`src/rtl/systolic_array_scharr_pkg.sv`:
```
// rtl/systolic_array_scharr_pkg.sv - shared types, coefficients and rounding helper for the Scharr cell
package systolic_array_scharr_pkg;

    typedef enum logic {SCHARR_X = 1'b0, SCHARR_Y = 1'b1} scharr_mode_t;

    localparam int SCHARR_C_OUTER = 3;
    localparam int SCHARR_C_INNER = 10;

    // Round half away from zero, then clamp to a signed (width+1)-bit range.
    function automatic logic signed [31:0] round_sat(input logic signed [31:0] sum,
                                                     input int shift,
                                                     input int width);
        logic signed [31:0] mag;
        logic signed [31:0] q;
        logic signed [31:0] hi;
        logic signed [31:0] lo;
        mag = (sum < 0) ? -sum : sum;
        if (shift > 0) begin
            q = (mag + (32'sd1 <<< (shift - 1))) >>> shift;
        end else begin
            q = mag;
        end
        if (sum < 0) begin
            q = -q;
        end
        hi = (32'sd1 <<< width) - 32'sd1;
        lo = -(32'sd1 <<< width);
        if (q > hi) begin
            q = hi;
        end else if (q < lo) begin
            q = lo;
        end
        return q;
    endfunction

endpackage

```
`src/rtl/systolic_array_scharr_row_window.sv`:
```
// rtl/systolic_array_scharr_row_window.sv - 3-tap enable-gated pixel shift register for one image row
module systolic_array_scharr_row_window #(
    parameter int p_data_width = 8
) (
    input  logic                    clk,
    input  logic                    reset,
    input  logic                    en,
    input  logic [p_data_width-1:0] x,
    output logic [p_data_width-1:0] c0,
    output logic [p_data_width-1:0] c1,
    output logic [p_data_width-1:0] c2
);

    always_ff @(posedge clk) begin
        if (reset) begin
            c0 <= '0;
            c1 <= '0;
            c2 <= '0;
        end else if (en) begin
            c0 <= c1;
            c1 <= c2;
            c2 <= x;
        end
    end

endmodule

```
`src/rtl/systolic_array_scharr_grad_cell.sv`:
```
// rtl/systolic_array_scharr_grad_cell.sv - streaming 3x3 Scharr X/Y gradient cell with valid/ready handshake
module systolic_array_scharr_grad_cell
    import systolic_array_scharr_pkg::*;
#(
    parameter int p_data_width = 8,
    parameter int p_shift      = 5
) (
    input  logic                    clk,
    input  logic                    reset,
    input  logic                    in_val,
    output logic                    in_rdy,
    input  logic [p_data_width-1:0] x1,
    input  logic [p_data_width-1:0] x2,
    input  logic [p_data_width-1:0] x3,
    input  logic                    new_row,
    input  logic                    mode,
    output logic                    out_val,
    input  logic                    out_rdy,
    output logic [p_data_width:0]   result
);

    localparam int SW = p_data_width + 6;

    logic [p_data_width-1:0] r1c0, r1c1, r1c2;
    logic [p_data_width-1:0] r2c0, r2c1, r2c2;
    logic [p_data_width-1:0] r3c0, r3c1, r3c2;
    logic                    beat;
    logic                    produce;
    logic [1:0]              count;
    scharr_mode_t            mode_q;
    logic signed [SW-1:0]    s1_0, s1_1, s1_2, s2_0, s2_2, s3_0, s3_1, s3_2;
    logic signed [SW-1:0]    d_a, d_m, d_b;
    logic signed [SW-1:0]    sum;
    logic signed [31:0]      q_full;
    logic                    unused_bits;

    assign in_rdy  = out_rdy || !out_val;
    assign beat    = in_val && in_rdy;
    assign produce = beat && !new_row && (count == 2'd2);

    systolic_array_scharr_row_window #(.p_data_width(p_data_width)) u_row1 (
        .clk(clk), .reset(reset), .en(beat), .x(x1), .c0(r1c0), .c1(r1c1), .c2(r1c2));
    systolic_array_scharr_row_window #(.p_data_width(p_data_width)) u_row2 (
        .clk(clk), .reset(reset), .en(beat), .x(x2), .c0(r2c0), .c1(r2c1), .c2(r2c2));
    systolic_array_scharr_row_window #(.p_data_width(p_data_width)) u_row3 (
        .clk(clk), .reset(reset), .en(beat), .x(x3), .c0(r3c0), .c1(r3c1), .c2(r3c2));

    // The datapath works on the window as it will be after this beat's shift.
    assign s1_0 = $signed({6'b0, r1c1});
    assign s1_1 = $signed({6'b0, r1c2});
    assign s1_2 = $signed({6'b0, x1});
    assign s2_0 = $signed({6'b0, r2c1});
    assign s2_2 = $signed({6'b0, x2});
    assign s3_0 = $signed({6'b0, r3c1});
    assign s3_1 = $signed({6'b0, r3c2});
    assign s3_2 = $signed({6'b0, x3});

    always_comb begin
        d_a = s1_2 - s1_0;
        d_m = s2_2 - s2_0;
        d_b = s3_2 - s3_0;
        if (mode_q == SCHARR_Y) begin
            d_a = s3_0 - s1_0;
            d_m = s3_1 - s1_1;
            d_b = s3_2 - s1_2;
        end
    end

    assign sum    = ((d_a <<< 1) + d_a) + ((d_m <<< 3) + (d_m <<< 1)) + ((d_b <<< 1) + d_b);
    assign q_full = round_sat(32'(sum), p_shift, p_data_width);

    assign unused_bits = ^{r1c0, r2c0, r3c0, r2c2, q_full[31:p_data_width+1]};

    // A new_row beat is column 0 of the row and already counts as the first fill step.
    always_ff @(posedge clk) begin
        if (reset) begin
            count  <= 2'd0;
            mode_q <= SCHARR_X;
        end else if (beat) begin
            if (new_row) begin
                count  <= 2'd1;
                mode_q <= scharr_mode_t'(mode);
            end else if (count != 2'd2) begin
                count <= count + 2'd1;
            end
        end
    end

    always_ff @(posedge clk) begin
        if (reset) begin
            out_val <= 1'b0;
            result  <= '0;
        end else if (produce) begin
            out_val <= 1'b1;
            result  <= q_full[p_data_width:0];
        end else if (out_rdy) begin
            out_val <= 1'b0;
        end
    end

endmodule

```
`config.mk`:
```
export PLATFORM = sky130hd
export DESIGN_NAME = systolic_array_scharr_grad_cell
export DESIGN_NICKNAME = d
export VERILOG_FILES = /design/src/rtl/systolic_array_scharr_pkg.sv /design/src/rtl/systolic_array_scharr_row_window.sv /design/src/rtl/systolic_array_scharr_grad_cell.sv
export SDC_FILE = /design/constraint.sdc
export NUM_CORES = 1
export LEC_CHECK = 0
export CORE_MARGIN = 5
export CORE_UTILIZATION = 30
export CTS_CLUSTER_DIAMETER = 30
export CTS_CLUSTER_SIZE = 25
export DETAILED_ROUTE_END_ITERATION = 10
export PLACE_DENSITY_LB_ADDON = 0.08
export SLEW_MARGIN = 10
export SYNTH_ARGS = -nofsm -noshare
export SYNTH_HDL_FRONTEND = slang
export SYNTH_SLANG_ARGS = --single-unit
```
`constraint.sdc`:
```
create_clock -name clk -period 9.1 [get_ports clk]
set_input_delay 1.365 -clock clk [delete_from_list [all_inputs] [get_ports clk]]
set_output_delay 1.365 -clock clk [all_outputs]
set_load 0.02 [all_outputs]
```
==> results of run 1 <==
[registers in the layout, indices dropped and copies added, names as in the netlist]
signal / cells
u_row1.c1: 8
u_row2.c1: 8
u_row3.c1: 8
count: 2
out_val: 1
u_row2.c2: 8
mode_q: 1
result: 9
u_row1.c2: 8
u_row3.c2: 8
[layout by cell type, fill, tap and decap left out, types with 3 or more instances in the layout]
cell type / instances
or3_1: 3
nor3_1: 11
o21a_1: 3
a211oi_1: 11
nand4_1: 4
xnor2_1: 32
buf_4: 58
inv_1: 96
mux2i_1: 10
clkbuf_16: 9
a21o_1: 20
o21bai_1: 13
nand2_1: 122
nand2b_1: 8
xnor2_2: 4
ha_1: 59
clkdlybuf4s50_1: 39
nor2_1: 27
xor2_1: 16
clkbuf_8: 3
nand3_1: 8
and2_1: 5
fa_1: 36
o211a_1: 3
nor2b_1: 3
dfxtp_1: 61
o21ai_0: 18
mux2_2: 10
a31oi_1: 5
a21oi_1: 79
[worst max-delay path: cells and delay by family]
kind / cells / cell delay, ns
buf+inv: 5 / 0.87
compound gates: 10 / 2.19
fa+ha+maj: 5 / 2.12
simple gates: 7 / 1.76
xor+xnor: 1 / 0.26
mux: 1 / 0.31
[cells by family after synthesis]
logic type,Yosys count
AO/OA/AOI/OAI,184
AND/OR/NAND/NOR,208
multiplexers,21
XOR/XNOR,56
flip-flops,61
adder cells (fa/ha/maj),97
buffers and inverters,125
[metrics by stage]
| stage | hold WS, ns | setup WS, ns | cell area [sq um] |
|---|---|---|---|
| final | 0.454 | 0.355 | 7540 |
| after global routing | 0.470 | -0.0687 | 7540 |
| after CTS | 0.457 | 0.0270 | 7410 |
| after detailed placement | 0.449 | -0.325 | 7130 |
| after global placement | 0.437 | -0.194 | 7130 |
| after floorplan | 0.432 | 0.189 | 6060 |
[final timing paths]
path / to / slack, ns / depth (start not counted)
max: result[3] / 0.35 / 29
min reg2reg: u_row1.c1[6] / 0.45 / 2
max reg2reg: result[3] / 1.04 / 28
min: u_row1.c1[6] / 0.45 / 2
[cell type report]
class / instances / area (sq um)
fillers: 2153 / 12500
clock inverters: 1 / 5.00
flip-flops and latches: 61 / 1220
repair buffers: 99 / 842
inverters: 96 / 360
well taps: 270 / 338
multi-input cells: 566 / 4500
clock buffers: 14 / 274
[timing repair]
action	in CTS	in global routing
pin swaps	0	7
hold buffers	0	0
gates resized for setup	1	24
setup endpoints to repair	2	9
[routing by layer]
metal	vias up	GRT usage [%]	part of all wire (%)
met5	-	0	0
met2	83	23.0	48
met3	18	2.62	3.2
met4	0	3.34	1.2
met1	2518	17.9	48
li1	2695	-	-
==> results.json, run 1 <==
{
  "grt_pass1_wl_mm": 26.2,
  "post_cts_buffers": 0,
  "postSynthAreaPerCell_sq_um": 8.06,
  "dp.cells": 1092,
  "yosys.area.top_type_share_pct": 20.2,
  "cts_made_buffers": 9,
  "cts_tree": "done",
  "drv_cap": 0,
  "cp-start-kind": "primary input",
  "antenna_found_initial": 0,
  "syn_nets": 879,
  "via_per_inst": 4.80,
  "maxSlewHeadroom_pct": 16.1,
  "ys_types": 64,
  "die_y_um": 152,
  "synth_cells": 752,
  "synth_edf_count": 0,
  "ys_ff_latch": 61,
  "slew_violations": 0,
  "dp_hpwl_mm": 12.4,
  "synthAdderAreaFrac_pct": 24.5,
  "setup_tns_ns": 0,
  "hold_class": "register to register",
  "critPathMaxFanout": 7,
  "yosys.area_share.simple_pct": 15.4,
  "core-area_sq_um": 20000,
  "routedWlPerCell_um": 14.5,
  "io_buffer_count": 40,
  "drc_errors": 0,
  "synth.area.mux_share_pct": 3.68,
  "cts.sinks": 61,
  "grt_pass1_vias": 5294,
  "fin_util_pct": 37.6,
  "synth_common_cells": "nand2_1, inv_1, a21oi_1",
  "drtIter0Drc": 191,
  "clk_path_buf_depth": 2,
  "root_buffer": "clkbuf_16",
  "synth.area.top_cells": "dfxtp_1, ha_1, fa_1",
  "place.gp.congestion": 0.846,
  "postRouteAntennaNets": 0,
  "h-tree-depth": 3,
  "nets": 960,
  "cp.arrival_ns": 8.90,
  "diodes": 0,
  "synth_compound_area_share_pct": 19.6,
  "clk_pin_slew_ns": 0.05,
  "cp_slowest_cell": "or4_4",
  "tightest_slew_ns": 1.26,
  "worstPathRequired_ns": 9.26,
  "area_growth_pct": 24.5,
  "period_needed_ns": 8.75,
  "fmax_ghz": 0.114,
  "final_hold_viol_count": 0,
  "layout-drive-gt1-share_pct": 13.3,
  "pin_count": 41,
  "async_flop_share_pct": 0,
  "synth-xor-area-share_pct": 8.86,
  "yosys_warnings": 0,
  "yosysMostFrequentCell": "nand2_1",
  "run_status": "finished, final reports clean",
  "die_area_sq_um": 23100,
  "vias": 5314,
  "crit_start": "x1[1]",
  "yosysSeqAreaShare_pct": 20.2,
  "dr.pass1.iters": 4,
  "clock_skew_ns": 0.00583,
  "r2r-start": "mode_q",
  "start_util_pct": 30.2,
  "grt_max_degree": 63,
  "slowest_delay_ns": 0.57,
  "grt_use_total_pct": 13.6,
  "netlist_area_sq_um": 6060,
  "num_rows": 52,
  "post-route-period-util_pct": 96.1,
  "hold_start": "u_row1.c1[6]",
  "yosys.area.top_type": "dfxtp_1",
  "wirelength_mm": 16.0,
  "synth_top_family_by_area": "adder cells",
  "critPathKind": "primary input to register",
  "die_w_um": 152,
  "fin_cells": 1107,
  "insertion_delay_ns": 0.33,
  "grt-ovfl-total": 0,
  "yosys_most_used_dff": "dfxtp_1",
  "final-setup-viol-count": 0,
  "worstSetupEndpointType": "register"
}
Power of run 1 is left out: the tool's default activity adds up to more than one toggle a clock period on the data nets, which glitch-free logic cannot reach.
==> inputs of run 2 (changes only) <==
--- a/config.mk
+++ b/config.mk
@@ -10,7 +10,8 @@
 export CTS_CLUSTER_DIAMETER = 30
 export CTS_CLUSTER_SIZE = 25
 export DETAILED_ROUTE_END_ITERATION = 10
-export PLACE_DENSITY_LB_ADDON = 0.08
+export MAX_ROUTING_LAYER = met4
+export PLACE_DENSITY_LB_ADDON = 0.25
 export SLEW_MARGIN = 10
 export SYNTH_ARGS = -nofsm -noshare
 export SYNTH_HDL_FRONTEND = slang
==> run 2 against run 1 <==
Clock-buffer cell count decreased by 2. First-iteration DRC count grew 19%. Critical endpoint is now result[1]. Highest routed layer unchanged. Maximum frequency rose by 0.30%. Via count decreased by 3.1%. Global-route usage decreased by 0.80 points. Core utilization down 0.30 points.
==> results.json, run 2 (synthesis results as in run 1) <==
{
  "dp.cells": 1079,
  "grt-ovfl-total": 0,
  "final_cell_area_sq_um": 7480,
  "fin_hold_ws_ns": 0.451,
  "dr.pass1.iters": 5,
  "root_buffer": "clkbuf_16",
  "drtIter0Drc": 227,
  "cts_made_buffers": 9,
  "fin_cells": 1095,
  "grt_use_total_pct": 12.8,
  "cp_slowest_cell": "or4_4",
  "tightest_slew_ns": 0.994,
  "pin_count": 41,
  "ff2ff_path_depth": 29,
  "num_rows": 52,
  "via_per_inst": 4.70,
  "fmax_ghz": 0.115,
  "h-tree-depth": 3,
  "nets": 947,
  "cp.arrival_ns": 8.90,
  "layout_common_cells": "nand2_1, inv_1, a21oi_1, dfxtp_1, ha_1",
  "core-area_sq_um": 20000,
  "critical_path.most_common_cell": "inv_1",
  "area_growth_pct": 23.5,
  "r2r-start": "mode_q",
  "dp_hpwl_mm": 11.2,
  "run_status": "finished, final reports clean",
  "grt_pass1_wl_mm": 24.4,
  "post-route-period-util_pct": 95.8,
  "final-setup-viol-count": 0,
  "die_y_um": 152,
  "maxSlewHeadroom_pct": 33.5,
  "cp-start-kind": "primary input",
  "hold_buffers": 0,
  "die_area_sq_um": 23100,
  "io_buffer_count": 40,
  "critPathMaxFanout": 7,
  "fillers": 2133,
  "diodes": 0,
  "drc_errors": 0,
  "grt_pass1_vias": 4993,
  "routedWlPerCell_um": 13.1,
  "largest-register": "result",
  "worstPathRequired_ns": 9.28,
  "largest_reg_flops": 9,
  "critPathKind": "primary input to register",
  "cts.sinks": 61,
  "wirelength_mm": 14.4,
  "die_w_um": 152,
  "postRouteAntennaNets": 0,
  "insertion_delay_ns": 0.33,
  "hold-path-endpoint": "u_row2.c1[6]",
  "min_path_cells": 2,
  "slew_violations": 0,
  "clk_pin_slew_ns": 0.05,
  "vias": 5148,
  "grt_max_degree": 63,
  "hold_start": "u_row2.c2[6]",
  "cts_tree": "done",
  "multi_input_area_sq_um": 4500,
  "hold_class": "register to register",
  "period_needed_ns": 8.72,
  "start_util_pct": 30.2,
  "antenna_found_initial": 0,
  "postPlaceCellArea_sq_um": 7030,
  "clock_skew_ns": 0.00614,
  "worstSetupEndpointType": "register",
  "register_area_sq_um": 1220,
  "slowest_delay_ns": 0.58,
  "drv_cap": 0,
  "r2r_setup_slack_ns": 0.99,
  "clk_path_buf_depth": 2,
  "fin_util_pct": 37.3,
  "place.gp.congestion": 0.822,
  "r2r-end": "result[1]",
  "layout_commonest_cell": "nand2_1",
  "layout-drive-gt1-share_pct": 11.9,
  "final_hold_viol_count": 0
}
## run 2: changes by cell type in the layout (fill, tap and decap cells not counted), sizes merged
cell,delta
clkbuf,-2
bufinv,+2
clkinv,+1
buf,-13
## run 2: per-stage QoR
step	setup TNS [ns]	setup slack, ns
6_report	0	0.381
2_1_floorplan	0	0.189
4_1_cts	0	0.237
5_1_grt	-0.0350	-0.0213
3_3_place_gp	-0.0185	-0.00925
3_5_place_dp	-0.477	-0.0976
## run 2: what timing repair did
item / in CTS / in global routing
gates resized for setup: 0 / 21
buffers inserted: 0 / 0
setup endpoints to repair: 0 / 8
## run 2: how the worst max path moves through the flow
| stage | slack, ns | startpoint | end |
|---|---|---|---|
| floorplan | 0.19 | x1[1] | result[1] |
| global placement | -0.009 | x1[1] | result[1] |
| detailed placement | -0.1 | x1[1] | result[3] |
| CTS | 0.24 | x1[1] | result[1] |
| global route | -0.02 | x1[1] | result[3] |
| finish | 0.38 | x1[0] | result[1] |
## run 2: critical path, delay by kind of cell
family / cells / cell delay, ns
adder cells (fa/ha/maj): 8 / 2.88
AND/OR/NAND/NOR: 9 / 1.85
AO/OA/AOI/OAI: 4 / 0.88
buffers and inverters: 7 / 0.80
multiplexers: 2 / 0.57
XOR/XNOR: 3 / 0.53
## run 2: final cells by class
type                       instances  area share, %
sequential                        61           16.3
tap                              270           4.51
inverter                          96           4.82
clock inverter                     4          0.936
timing repair buffer              86           9.90
clock buffer                      12           3.43
multi-input combinational        566           60.1
## run 2: metal layers
layer  up-vias  global-route usage [%]  share of wire [%]
met5         -                       -                  0
met4         0                    2.35               0.93
met3        11                    2.22                2.8
met2        77                    19.3                 45
met1      2388                    18.1                 52
li1       2672                       -                  -
Power of run 2 is left out for the same reason.
==> inputs of run 3 (changes only) <==
--- a/config.mk
+++ b/config.mk
@@ -5,14 +5,14 @@
 export SDC_FILE = /design/constraint.sdc
 export NUM_CORES = 1
 export LEC_CHECK = 0
-export CORE_MARGIN = 5
 export CORE_UTILIZATION = 30
 export CTS_CLUSTER_DIAMETER = 30
 export CTS_CLUSTER_SIZE = 25
 export DETAILED_ROUTE_END_ITERATION = 10
+export DONT_BUFFER_PORTS = 1
 export MAX_ROUTING_LAYER = met4
 export PLACE_DENSITY_LB_ADDON = 0.25
-export SLEW_MARGIN = 10
+export SLEW_MARGIN = 5
 export SYNTH_ARGS = -nofsm -noshare
 export SYNTH_HDL_FRONTEND = slang
 export SYNTH_SLANG_ARGS = --single-unit
==> run 3 against run 2 <==
Final area decreased by 9.6%. Setup slack better by 0.18 ns. Clock-buffer cell count fell by 3. Global-route usage increased by 1.5 points. Clock skew is 0.00053 ns higher. Critical path type unchanged. Highest routed layer unchanged.
==> results.json, run 3 (synthesis results as in run 1) <==
{
  "run_status": "finished, final reports clean",
  "root_buffer": "clkbuf_16",
  "drc_errors": 0,
  "r2r-start": "mode_q",
  "register_area_sq_um": 1220,
  "cp_slowest_cell": "or4_4",
  "grt_pass1_wl_mm": 22.8,
  "cp.arrival_ns": 8.74,
  "diodes": 0,
  "clock_skew_ns": 0.00667,
  "num_rows": 51,
  "die_area_sq_um": 20800,
  "grt_pass1_vias": 4742,
  "postRouteAntennaNets": 0,
  "wl_met3_um": 581,
  "cts_made_buffers": 9,
  "vias": 4895,
  "fmax_ghz": 0.117,
  "period_needed_ns": 8.53,
  "cts.sinks": 61,
  "nets": 879,
  "layout_common_cells": "nand2_1, inv_1, a21oi_1, ha_1, dfxtp_1",
  "area_growth_pct": 11.7,
  "largest-register": "result",
  "via_per_inst": 4.79,
  "grt_max_degree": 63,
  "cp-start-kind": "primary input",
  "crit_start": "x1[1]",
  "tightest_slew_ns": 1.02,
  "worstPathRequired_ns": 9.31,
  "drtIter0Drc": 200,
  "pin_count": 41,
  "die_w_um": 144,
  "fillers": 2135,
  "slowest_delay_ns": 0.60,
  "h-tree-depth": 3,
  "rsz0062_at_grt": "false",
  "critPathKind": "primary input to register",
  "slew_violations": 0,
  "core-area_sq_um": 19700,
  "insertion_delay_ns": 0.33,
  "layout_commonest_cell": "nand2_1",
  "final-setup-viol-count": 0,
  "wirelength_mm": 13.9,
  "maxSlewHeadroom_pct": 30.3,
  "place.gp.congestion": 0.803,
  "grt_use_total_pct": 14.3,
  "worstSetupEndpointType": "register",
  "grt-ovfl-total": 0,
  "drt-met1-wl_mm": 6.77,
  "layout-drive-gt1-share_pct": 8.06,
  "top_layer": "met4",
  "antenna_found_initial": 0,
  "start_util_pct": 30.8,
  "path_buf_inv": 2,
  "critPathMaxFanout": 7,
  "dp_hpwl_mm": 10.8,
  "final_hold_viol_count": 0,
  "hold_start": "u_row2.c2[6]",
  "multi_input_area_sq_um": 4400,
  "hold_class": "register to register",
  "clk_path_buf_depth": 2,
  "cts_tree": "done",
  "die_y_um": 144,
  "critPathTopFamily": "adder cells",
  "drv_cap": 0,
  "setup_tns_ns": 0,
  "clk_pin_slew_ns": 0.05,
  "routed-wl-met2_mm": 6.42,
  "dr.pass1.iters": 4,
  "routedWlPerCell_um": 13.6,
  "post-route-period-util_pct": 93.8,
  "largest_reg_flops": 9,
  "io_buffer_count": 0
}
## run 3: metrics by stage
| stage | instances | util [%] | setup WS (ns) | hold WS [ns] | area, sq um |
|---|---|---|---|---|---|
| floorplan | 752 | - | 0.189 | 0.432 | 6060 |
| global placement | 1003 | 32.5 | 0.224 | 0.435 | 6400 |
| detailed placement | 1003 | 32.5 | 0.109 | 0.438 | 6400 |
| CTS | 1019 | 34.1 | 0.419 | 0.445 | 6710 |
| global route | 1022 | 34.4 | 0.0366 | 0.461 | 6770 |
| finish | 1022 | 34.4 | 0.566 | 0.445 | 6770 |
## run 3: area by class of cell
class	count	share of cell area [%]
tap	265	4.90
sequential	61	18.0
clock inverter	7	1.33
clock buffer	9	3.33
inverter	96	5.32
multi-input combinational	566	65.1
timing repair buffer	18	2.00
## run 3: final timing paths
path | endpoint | depth (start not counted) | slack (ns)
min reg2reg | u_row2.c1[6] | 2 | 0.44
min | u_row2.c1[6] | 2 | 0.44
max reg2reg | result[7] | 34 | 0.80
max | result[7] | 34 | 0.57
## run 3: what timing repair did
item                                    4_1_cts  5_1_grt
resized for setup                             0        6
buffers inserted                              0        3
hold buffers                                  0        0
endpoints found under the hold margin         0        0
endpoints found under the setup margin        0        8
## run 3: per-layer routing
metal / vias to the layer above / GRT usage (%)
met1: 2280 / 18.2
met5: - / -
met4: 0 / 3.14
met2: 69 / 22.9
met3: 14 / 3.48
li1: 2532 / -
## run 3: tightest hold or removal path: stages (launching register included)
cell and delay (ns):
dfxtp_1 0.30, nand2_1 0.05, a21oi_1 0.05
Power of run 3 is left out for the same reason.
